==> config.mk <==
export PLATFORM = sky130hd
export DESIGN_NAME = pcie_read_scheduler
export DESIGN_NICKNAME = d
export VERILOG_FILES = /design/src/rtl/pcie_sched_pkg.sv /design/src/rtl/pcie_beat_checker.sv /design/src/rtl/pcie_read_scheduler.sv
export SDC_FILE = /design/constraint.sdc
export NUM_CORES = 1
export LEC_CHECK = 0
export BUFFER_PORTS_ARGS = -buffer_cell sky130_fd_sc_hd__buf_2
export CAP_MARGIN = 20
export CORE_AREA = 2 2 276 278
export CTS_CLUSTER_DIAMETER = 60
export DETAILED_ROUTE_END_ITERATION = 10
export DIE_AREA = 0 0 278 280
export PLACE_DENSITY_LB_ADDON = 0.2
export SLEW_MARGIN = 10
export SYNTH_ARGS = -nofsm -noshare
export SYNTH_HDL_FRONTEND = slang
export SYNTH_SLANG_ARGS = --single-unit
export TNS_END_PERCENT = 30
==> constraint.sdc <==
create_clock -name clk -period 5.45 [get_ports clk]
set_input_delay 0.545 -clock clk [delete_from_list [all_inputs] [get_ports clk]]
set_output_delay 0.545 -clock clk [all_outputs]
set_load 0.05 [all_outputs]
==> src/rtl/pcie_sched_pkg.sv <==
// rtl/pcie_sched_pkg.sv - shared constants and state encoding for the PCIe read scheduler
package pcie_sched_pkg;

   localparam int BEAT_BYTES  = 64;
   localparam int BURST_BYTES = 2048;

   localparam logic [2:0] ARSIZE_64B   = 3'b110;
   localparam logic [1:0] ARBURST_INCR = 2'b01;

   typedef enum logic [1:0] {
      ST_IDLE   = 2'd0,
      ST_RUN    = 2'd1,
      ST_FINISH = 2'd2
   } state_e;

endpackage

==> src/rtl/pcie_beat_checker.sv <==
// rtl/pcie_beat_checker.sv - per-beat tag/RLAST/RRESP checker with burst-boundary tracking
module pcie_beat_checker
   import pcie_sched_pkg::*;
#(
   parameter int ADDR_W      = 64,
   parameter int BURST_BEATS = 32
) (
   input  logic              clk,
   input  logic              reset,
   input  logic              clear_i,
   input  logic [ADDR_W-1:0] base_i,
   input  logic              beat_i,
   input  logic [ADDR_W-1:0] tag_i,
   input  logic              last_i,
   input  logic [1:0]        resp_i,
   output logic              burst_done_o,
   output logic              err_tag_o,
   output logic              err_last_o,
   output logic              err_resp_o
);

   localparam int IDX_W = (BURST_BEATS > 1) ? $clog2(BURST_BEATS) : 1;
   localparam logic [IDX_W-1:0] LAST_IDX = IDX_W'(BURST_BEATS - 1);

   logic [ADDR_W-1:0] expect_addr_q, expect_addr_d;
   logic [IDX_W-1:0]  beat_idx_q, beat_idx_d;
   logic              err_tag_q, err_tag_d;
   logic              err_last_q, err_last_d;
   logic              err_resp_q, err_resp_d;
   logic              at_last;

   assign at_last      = (beat_idx_q == LAST_IDX);
   assign burst_done_o = beat_i & at_last;

   // Burst boundaries come from the beat index alone so a misplaced RLAST cannot desync counting.
   always_comb begin
      expect_addr_d = expect_addr_q;
      beat_idx_d    = beat_idx_q;
      err_tag_d     = err_tag_q;
      err_last_d    = err_last_q;
      err_resp_d    = err_resp_q;
      if (clear_i) begin
         expect_addr_d = base_i;
         beat_idx_d    = '0;
         err_tag_d     = 1'b0;
         err_last_d    = 1'b0;
         err_resp_d    = 1'b0;
      end else if (beat_i) begin
         expect_addr_d = expect_addr_q + ADDR_W'(BEAT_BYTES);
         beat_idx_d    = at_last ? '0 : beat_idx_q + 1'b1;
         err_tag_d     = err_tag_q  | (tag_i != expect_addr_q);
         err_last_d    = err_last_q | (last_i != at_last);
         err_resp_d    = err_resp_q | (resp_i != 2'b00);
      end
   end

   always_ff @(posedge clk or posedge reset) begin
      if (reset) begin
         expect_addr_q <= '0;
         beat_idx_q    <= '0;
         err_tag_q     <= 1'b0;
         err_last_q    <= 1'b0;
         err_resp_q    <= 1'b0;
      end else begin
         expect_addr_q <= expect_addr_d;
         beat_idx_q    <= beat_idx_d;
         err_tag_q     <= err_tag_d;
         err_last_q    <= err_last_d;
         err_resp_q    <= err_resp_d;
      end
   end

   assign err_tag_o  = err_tag_q;
   assign err_last_o = err_last_q;
   assign err_resp_o = err_resp_q;

endmodule

==> src/rtl/pcie_read_scheduler.sv <==
// rtl/pcie_read_scheduler.sv - issues 2 KB AXI4 read bursts with bounded outstanding count
// Optional cycle counter built when PCIE_READ_SCHED_PERF_EN is defined.
module pcie_read_scheduler
   import pcie_sched_pkg::*;
#(
   parameter int ADDR_W          = 64,
   parameter int DATA_W          = 512,
   parameter int BURST_BEATS     = 32,
   parameter int MAX_OUTSTANDING = 4,
   parameter int CNT_W           = 16
) (
   input  logic              clk,
   input  logic              reset,
   input  logic [ADDR_W-1:0] CMD_ADDR,
   input  logic [CNT_W-1:0]  CMD_BLOCKS,
   input  logic              CMD_VALID,
   output logic              CMD_READY,
   output logic              BUSY,
   output logic              DONE,
   output logic              ERR_TAG,
   output logic              ERR_LAST,
   output logic              ERR_RESP,
   output logic [31:0]       CYCLE_COUNT,
   output logic [ADDR_W-1:0] M_AXI_ARADDR,
   output logic [7:0]        M_AXI_ARLEN,
   output logic [2:0]        M_AXI_ARSIZE,
   output logic [1:0]        M_AXI_ARBURST,
   output logic              M_AXI_ARVALID,
   input  logic              M_AXI_ARREADY,
   input  logic [DATA_W-1:0] M_AXI_RDATA,
   input  logic [1:0]        M_AXI_RRESP,
   input  logic              M_AXI_RLAST,
   input  logic              M_AXI_RVALID,
   output logic              M_AXI_RREADY
);

   state_e            state_q, state_d;
   logic [ADDR_W-1:0] issue_addr_q, issue_addr_d;
   logic [CNT_W-1:0]  issue_left_q, issue_left_d;
   logic [CNT_W-1:0]  recv_left_q, recv_left_d;
   logic [3:0]        outstanding_q, outstanding_d;
   logic              arvalid_q, arvalid_d;

   logic cmd_hs, ar_hs, r_hs, burst_done;
   logic unused_rdata;

   assign cmd_hs       = CMD_VALID & (state_q == ST_IDLE);
   assign ar_hs        = arvalid_q & M_AXI_ARREADY;
   assign r_hs         = M_AXI_RVALID & (state_q == ST_RUN);
   assign unused_rdata = ^M_AXI_RDATA[DATA_W-ADDR_W-1:0];

   always_ff @(posedge clk or posedge reset) begin
      if (reset) state_q <= ST_IDLE;
      else       state_q <= state_d;
   end

   always_comb begin
      state_d = state_q;
      case (state_q)
         ST_IDLE:   if (CMD_VALID) state_d = (CMD_BLOCKS == '0) ? ST_FINISH : ST_RUN;
         ST_RUN:    if (recv_left_q == '0) state_d = ST_FINISH;
         ST_FINISH: state_d = ST_IDLE;
         default:   state_d = ST_IDLE;
      endcase
   end

   always_comb begin
      CMD_READY    = (state_q == ST_IDLE);
      BUSY         = (state_q == ST_RUN);
      DONE         = (state_q == ST_FINISH);
      M_AXI_RREADY = (state_q == ST_RUN);
   end

   // ARVALID is registered from next-state counts so ARADDR/ARVALID never glitch mid-handshake.
   always_comb begin
      issue_addr_d  = issue_addr_q;
      issue_left_d  = issue_left_q;
      recv_left_d   = recv_left_q;
      outstanding_d = outstanding_q;
      arvalid_d     = 1'b0;
      if (cmd_hs) begin
         issue_addr_d  = CMD_ADDR;
         issue_left_d  = CMD_BLOCKS;
         recv_left_d   = CMD_BLOCKS;
         outstanding_d = '0;
         arvalid_d     = (CMD_BLOCKS != '0);
      end else if (state_q == ST_RUN) begin
         if (ar_hs) begin
            issue_addr_d = issue_addr_q + ADDR_W'(BURST_BEATS * BEAT_BYTES);
            issue_left_d = issue_left_q - 1'b1;
         end
         if (burst_done) recv_left_d = recv_left_q - 1'b1;
         case ({ar_hs, burst_done})
            2'b10:   outstanding_d = outstanding_q + 1'b1;
            2'b01:   outstanding_d = outstanding_q - 1'b1;
            default: outstanding_d = outstanding_q;
         endcase
         arvalid_d = (issue_left_d != '0) && (outstanding_d < 4'(MAX_OUTSTANDING));
      end
   end

   always_ff @(posedge clk or posedge reset) begin
      if (reset) begin
         issue_addr_q  <= '0;
         issue_left_q  <= '0;
         recv_left_q   <= '0;
         outstanding_q <= '0;
         arvalid_q     <= 1'b0;
      end else begin
         issue_addr_q  <= issue_addr_d;
         issue_left_q  <= issue_left_d;
         recv_left_q   <= recv_left_d;
         outstanding_q <= outstanding_d;
         arvalid_q     <= arvalid_d;
      end
   end

   assign M_AXI_ARADDR  = issue_addr_q;
   assign M_AXI_ARVALID = arvalid_q;
   assign M_AXI_ARLEN   = 8'(BURST_BEATS - 1);
   assign M_AXI_ARSIZE  = ARSIZE_64B;
   assign M_AXI_ARBURST = ARBURST_INCR;

   pcie_beat_checker #(
      .ADDR_W      (ADDR_W),
      .BURST_BEATS (BURST_BEATS)
   ) u_checker (
      .clk          (clk),
      .reset        (reset),
      .clear_i      (cmd_hs),
      .base_i       (CMD_ADDR),
      .beat_i       (r_hs),
      .tag_i        (M_AXI_RDATA[DATA_W-1 -: ADDR_W]),
      .last_i       (M_AXI_RLAST),
      .resp_i       (M_AXI_RRESP),
      .burst_done_o (burst_done),
      .err_tag_o    (ERR_TAG),
      .err_last_o   (ERR_LAST),
      .err_resp_o   (ERR_RESP)
   );

`ifdef PCIE_READ_SCHED_PERF_EN
   logic [31:0] perf_cnt_q;
   logic [31:0] cycle_count_q;

   always_ff @(posedge clk or posedge reset) begin
      if (reset) begin
         perf_cnt_q    <= '0;
         cycle_count_q <= '0;
      end else begin
         if (cmd_hs)
            perf_cnt_q <= '0;
         else if ((state_q == ST_RUN) && (perf_cnt_q != 32'hFFFF_FFFF))
            perf_cnt_q <= perf_cnt_q + 1'b1;
         if (state_q == ST_FINISH)
            cycle_count_q <= perf_cnt_q;
      end
   end

   assign CYCLE_COUNT = cycle_count_q;
`else
   assign CYCLE_COUNT = 32'd0;
`endif

endmodule
After elaboration in Yosys (flattened, before gate mapping)
Index checks and enable logic that the tools add are counted.
{"block": "totals", "register_bits": 175, "in_bits": 600, "elab_cells": 82}
{"block": "classes", "add_sub_neg": 7, "n_lt_le_gt_ge": 1, "eq_ne": 9, "mux": 33, "bitwise": 7, "n_reduce_logical": 14}
{"operator": "$mux 64", "n": 5}
{"operator": "$mux 16", "n": 8}
{"operator": "$add 64x12->64 const B", "n": 1}
{"operator": "$add 64x7->64 const B", "n": 1}
{"operator": "$ne 64x64->1", "n": 1}
{"operator": "$logic_not 16->1", "n": 2}
{"operator": "$reduce_bool 16->1", "n": 2}
{"operator": "$sub 16x1->16 const B", "n": 2}
{"operator": "$mux 4", "n": 4}
{"operator": "$mux 5", "n": 3}
{"operator": "$reduce_bool 2->1", "n": 5}
{"operator": "$mux 1", "n": 8}
{"operator": "$pmux 4 s2", "n": 1}
{"operator": "$mux 2", "n": 3}
{"operator": "$reduce_and 2->1", "n": 3}
{"operator": "$add 5x1->5 const B", "n": 1}
{"operator": "$eq 5x5->1 const B", "n": 1}
{"operator": "$add 4x1->4 const B", "n": 1}
{"operator": "$and 1x1->1", "n": 4}
{"operator": "$eq 2x1->1 const B", "n": 2}
{"operator": "$eq 2x2->1 const B", "n": 2}
{"operator": "$lt 4x3->1 const B", "n": 1}
{"operator": "$pmux 2 s2", "n": 1}
{"operator": "$sub 4x1->4 const B", "n": 1}
{"operator": "other kinds (6)", "n": 8}

Logic depth before layout (Yosys ltp)
{"block": "depth", "depth_word": 11, "depth_mapped": 14, "depth_no_buf": 13}

Cells and area by module
Synthesis repeated with hierarchy kept, for this count alone.
{"block": "hier_totals", "cells_unflattened": 1349, "area_unflattened_um2": 11647.4}
{"mod": "pcie_read_scheduler", "n_inst": 1, "cells_per_inst": 819, "area_each_um2": 6974.2}
{"mod": "pcie_beat_checker", "n_inst": 1, "cells_per_inst": 530, "area_each_um2": 4673.2}

Worst setup path after synthesis
No wires, ideal clock.
{"block": "synth_timing", "kind": "reg-to-reg", "start": "reg u_checker.beat_idx_q[0]", "end": "reg outstanding_q[3]", "setup_time_ns": 0.121, "t_arrival_ns": 2.854, "required_ns": 5.329, "setup_slack_ns": 2.475, "stages_incl_launch_ff": 13, "path_buffers": 1, "synth_period_minus_slack_ns": 2.975, "cell_sequence": "dfrtp_1 -> ha_1 -> and3_1 -> ha_1 -> clkbuf_1 -> nand4b_1 -> inv_1 -> ha_1 -> a211oi_1 -> a2111oi_0 -> or2_2 -> o21ai_0 -> a22o_1"}
{"block": "synth_between", "elab_chain_len": 8, "elab_cells_between_ends": 9, "cone_classes": "eq/ne (3); mux (5); bitwise (1)"}
{"item": "start: declaration", "line_no": "pcie_beat_checker.sv:26", "source": "logic [IDX_W-1:0] beat_idx_q, beat_idx_d;"}
{"item": "start signal: assignment", "line_no": "pcie_beat_checker.sv:66", "source": "beat_idx_q <= beat_idx_d;"}
{"item": "$eq 5x5->1 *", "line_no": "pcie_beat_checker.sv:32", "source": "assign at_last = (beat_idx_q == LAST_IDX);"}
{"item": "$and 1x1->1 *", "line_no": "pcie_beat_checker.sv:33", "source": "assign burst_done_o = beat_i & at_last;"}
{"item": "$eq 2x1->1 / $eq 2x2->1 (equally long branches)", "line_no": "pcie_read_scheduler.sv:93", "source": "case ({ar_hs, burst_done})"}
{"item": "$pmux 4 s2 *", "line_no": "pcie_read_scheduler.sv:93"}
{"item": "$mux 4 *", "line_no": "pcie_read_scheduler.sv:87", "source": "end else if (state_q == ST_RUN) begin"}
{"item": "$mux 4 *", "line_no": "pcie_read_scheduler.sv:81", "source": "if (cmd_hs) begin"}
{"item": "$mux 4 *", "line_no": "pcie_read_scheduler.sv:87"}
{"item": "$mux 4 *", "line_no": "pcie_read_scheduler.sv:81"}
{"item": "end signal: assignment", "line_no": "pcie_read_scheduler.sv:113", "source": "outstanding_q <= outstanding_d;"}
{"item": "end: declaration", "line_no": "pcie_read_scheduler.sv:41", "source": "logic [3:0] outstanding_q, outstanding_d;"}
Mark *: on every way between the ends. The rest lies on a longest branch, timed or not. The select of a mux whose other input is x is not followed.
A chain may end at the register's enable or synchronous reset.

Worst setup path in the final report
{"block": "layout_timing", "start": "reg u_checker.beat_idx_q[0]", "end": "reg arvalid_q (netlist: M_AXI_ARVALID)"}
{"block": "layout_between", "elab_chain_len": 10, "elab_cells_between_ends": 11, "cone_classes": "order compare (1); eq/ne (3); mux (5); bitwise (1); reduce/logical (1)"}
{"item": "$eq 5x5->1 *", "line_no": "pcie_beat_checker.sv:32"}
{"item": "$and 1x1->1 *", "line_no": "pcie_beat_checker.sv:33"}
{"item": "$eq 2x1->1 / $eq 2x2->1 (equally long branches)", "line_no": "pcie_read_scheduler.sv:93"}
{"item": "$pmux 4 s2 *", "line_no": "pcie_read_scheduler.sv:93"}
{"item": "$mux 4 *", "line_no": "pcie_read_scheduler.sv:87"}
{"item": "$mux 4 *", "line_no": "pcie_read_scheduler.sv:81"}
{"item": "$lt 4x3->1 *", "line_no": "pcie_read_scheduler.sv:98", "source": "arvalid_d = (issue_left_d != '0) && (outstanding_d < 4'(MAX_OUTSTANDING));"}
{"item": "$logic_and 1x1->1 *", "line_no": "pcie_read_scheduler.sv:98"}
{"item": "$mux 1 *", "line_no": "pcie_read_scheduler.sv:87"}
{"item": "$mux 1 *", "line_no": "pcie_read_scheduler.sv:81"}
{"item": "named net arvalid_d", "line_no": "pcie_read_scheduler.sv:42", "source": "logic arvalid_q, arvalid_d;"}
{"item": "end signal: assignment", "line_no": "pcie_read_scheduler.sv:114", "source": "arvalid_q <= arvalid_d;"}
{"item": "end: declaration", "line_no": "pcie_read_scheduler.sv:42"}
The timed path passes the listed nets; every way through them passes the cells marked *. The select of a mux whose other input is x is not followed.

==> impl_metrics.csv <==
group,metric,value,unit
setup_path,worstPathMaxFanout,10,
clocking,cts-root-buf,"clkbuf_16",
setup_path,cp-end-kind,"flip-flop",
clocking,cts_buffers,17,
drt,drtAntennaViolNets,0,
setup_path,crit_path_frequent_cell,"ha_1",
sta,finalSetupTns,0,ps
finish,fillers,8482,
floorplanning,dieArea,77840,µm²
grt,grt_pass1_wl,71060,µm
sta,fmax,0.2699,GHz
setup_path,start_kind,"flip-flop",
synth,synth_ff_type,"dfrtp_1",
grt,met3_usage,5.030,%
synth,synth_seq_cells,175,
setup_path,crit_buf_inv,1,
synth,syn_avg_cell_area,8.792,µm²
finish,area_delta_synth_final,24.56,%
pwr,cellPowerDensity,549.3,nW/µm²
drt,wl,50210,µm
sta,layout_min_cycle_time,3705,ps
synth,synth_edf_count,0,
placed_design,port_buffers,223,
synth,synth_cell_types,64,
setup_path,critPathRequiredTime,5880,ps
run,maxCapViolCount,0,
floorplanning,io_pins,717,
sta,max-slew-margin-rel,30.37,%
clocking,clock_sinks,175,
floorplanning,core-area,75190,µm²
grt,global_route.usage.met1,16.53,%
pwr,p_leak,5.273,nW
synth,syn-instance-count,1207,
synth,synth_top_area_share,41.27,%
setup_path,critPathSlowestCell,"a2111oi_0",
grt,antenna_found_initial,27,
clocking,cts_max_level,4,
finish,final_cell_mix,"223 x buf_2, 175 x dfrtp_1, 133 x nand2_1",
clocking,cts_buffer_depth,2,
clocking,clock_latency,500,ps
drt,detail_route.wl_per_cell,20.95,µm
sta,finalMaxSlewViolations,0,
synth,synth_largest_area_cell,"dfrtp_1",
pwr,ir_worst_vdd,204.7,µV
setup_path,critPathArrivalTime,4130,ps
grt,met2_usage,19.30,%
clocking,clk_pin_slew,80,ps
synth,syn_area,10610,µm²
setup_path,path_cells,"ha_1 -> and3_1 -> ha_1 -> nand4b_1 -> inv_1 -> ha_1 -> a211oi_1 -> a2111oi_0 -> o21a_1 -> a2bb2oi_1 -> o32a_1",
sta,hold_viol,0,
sta,fin_ws,1745,ps
synth,ys.warnings.count,0,
drt,vias,10190,
drt,route.detailed.drc,0,
synth,yosysSeqAreaShare,41.27,%
placed_design,dp_hpwl,39830,µm
setup_path,critical-path-top-delay-family,"compound AO/OA/AOI/OAI gates",
floorplanning,die_h,280,µm
synth,async_reset_ff_share,100.0,%
setup_path,critical_path_class,"flip-flop to flip-flop",
finish,drive_above_1_share,19.68,%
sta,worst_pin_slew,1044,ps
sta,finClkSkew,25.71,ps
grt,grt.total_usage,12.77,%
drt,drt_iter0_drc,746,
outcome,outcome,"completed",
grt,busiest_layer,"met2",
floorplanning,start_util,14.11,%
finish,layout.nets,2015,
grt,grt_max_degree,156,
synth,ys_top_cells_by_area,"dfrtp_1 41%, xor2_1 8.3%, nand2_1 4.7%",
grt,grt_pass1_vias,9822,
grt,overflow,0,
placed_design,pre_cts_slack,1752,ps
placed_design,gp_congestion,0.8419,
sta,rsz0062_at_grt,"no",
sta,setup_viol,0,
finish,mostFrequentLayoutCell,"buf_2",
floorplanning,rows,101,
clocking,post-cts-setup-buffers,0,
floorplanning,die_w,278,µm
worst_hold_path,holdCritPathClass,"input pin to flip-flop",
drt,first_pass_iters,7,
setup_path,max_stage_delay,660,ps
clocking,cts_tree,"yes",
sta,fin_crit_sh,67.98,%
drt,vias_per_cell,4.251,
[final timing paths]
path	slack [ps]	end	cells after the start	start
min in group asynchronous	520	M_AXI_ARADDR[37]	3	reset
min	270	u_checker.err_resp_o	3	M_AXI_RRESP[0]
max in group asynchronous	3650	u_checker.expect_addr_q[2]	4	reset
max	1740	M_AXI_ARVALID	11	u_checker.beat_idx_q[0]
max reg2reg	1740	M_AXI_ARVALID	11	u_checker.beat_idx_q[0]
min reg2reg	480	u_checker.beat_idx_q[3]	1	u_checker.beat_idx_q[3]
[tightest hold or removal path, cell delays in order]
cell and delay (ps):
buf_2 70, o21ai_0 60, nand2_1 60
[power breakdown]
part / internal (W) / switching, W
combinational: 0.00103 / 0.00223
sequential: 0.00190 / 0.000871
clock: 0.000601 / 0.000628
total: 0.00353 / 0.00373
[cells in the mapped netlist (4+ instances only)]
master    count
dfrtp_1     175
nand2_1     133
xor2_1      101
nor2_1       89
a21oi_1      58
o21ai_0      55
nand3_1      54
nand4_1      50
clkbuf_1     48
buf_4        46
a31oi_1      45
nor4_1       39
or3_1        34
or4_1        30
xnor2_1      30
nor3_1       23
o31ai_1      22
inv_1        21
o211ai_1     18
and3_1       15
and4_1       10
ha_1         10
and2_1        9
o311ai_0      8
a221o_1       5
a22o_1        5
nand4b_1      5
or2_2         5
buf_2         4
nor3b_1       4
nor4b_1       4
[timing repair]
action                    CTS  global route
gates resized for setup     0             0
hold endpoints to repair   20             0
hold buffers                1             0
[kinds of logic after synthesis]
group | count (synthesis) | share of synthesized area [%]
buffers and inverters | 122 | 6.002
adder cells (fa/ha/maj) | 10 | 1.179
AO/OA/AOI/OAI | 242 | 14.43
XOR/XNOR | 131 | 10.81
other | 2 | 0.07077
flip-flops | 175 | 41.27
multiplexers | 1 | 0.09433
AND/OR/NAND/NOR | 524 | 26.14
[cell type report]
class | instances | area (µm²) | share of cell area (%)
multi-input cells | 953 | 5761 | 43.58
repair buffers | 237 | 1236 | 9.353
well taps | 978 | 1224 | 9.258
flip-flops and latches | 175 | 4379 | 33.13
clock buffers | 21 | 450.4 | 3.408
clock inverters | 11 | 81.33 | 0.6153
inverters | 21 | 83.83 | 0.6342
diodes | 1 | 2.502 | 0.01893
[metrics by stage]
stage               cell area (µm²)  hold WS [ps]  total power [W]  utilization [%]  cells
finish                        13220         273.3         0.007261            17.58   2397
global route                  13220         263.0         0.007761            17.58   2396
CTS                           13220         226.3         0.007354            17.58   2396
detailed placement            12670         460.9         0.006066            16.86   2363
global placement              12670         458.3         0.006037            16.86   2363
floorplan                     10770         439.4         0.004964                -   1250
[layer usage]
metal | vias to the layer above | routed length (µm) | share of wire (%)
li1 | 4737 | - | -
met1 | 5007 | 22630 | 45
met2 | 342 | 22050 | 44
met3 | 74 | 3980 | 7.9
met4 | 30 | 1367 | 2.7
met5 | - | 188 | 0.37
[registers in the layout, summed over array words and instances, names as in the netlist]
name and flops:
M_AXI_ARADDR 64, u_checker.err_last_o 1, u_checker.expect_addr_q 64, u_checker.beat_idx_q 5, recv_left_q 16, u_checker.err_resp_o 1, issue_left_q 16, u_checker.err_tag_o 1
outstanding_q 4, state_q 2, M_AXI_ARVALID 1
No activity file was read; power rests on OpenSTA's default activity.
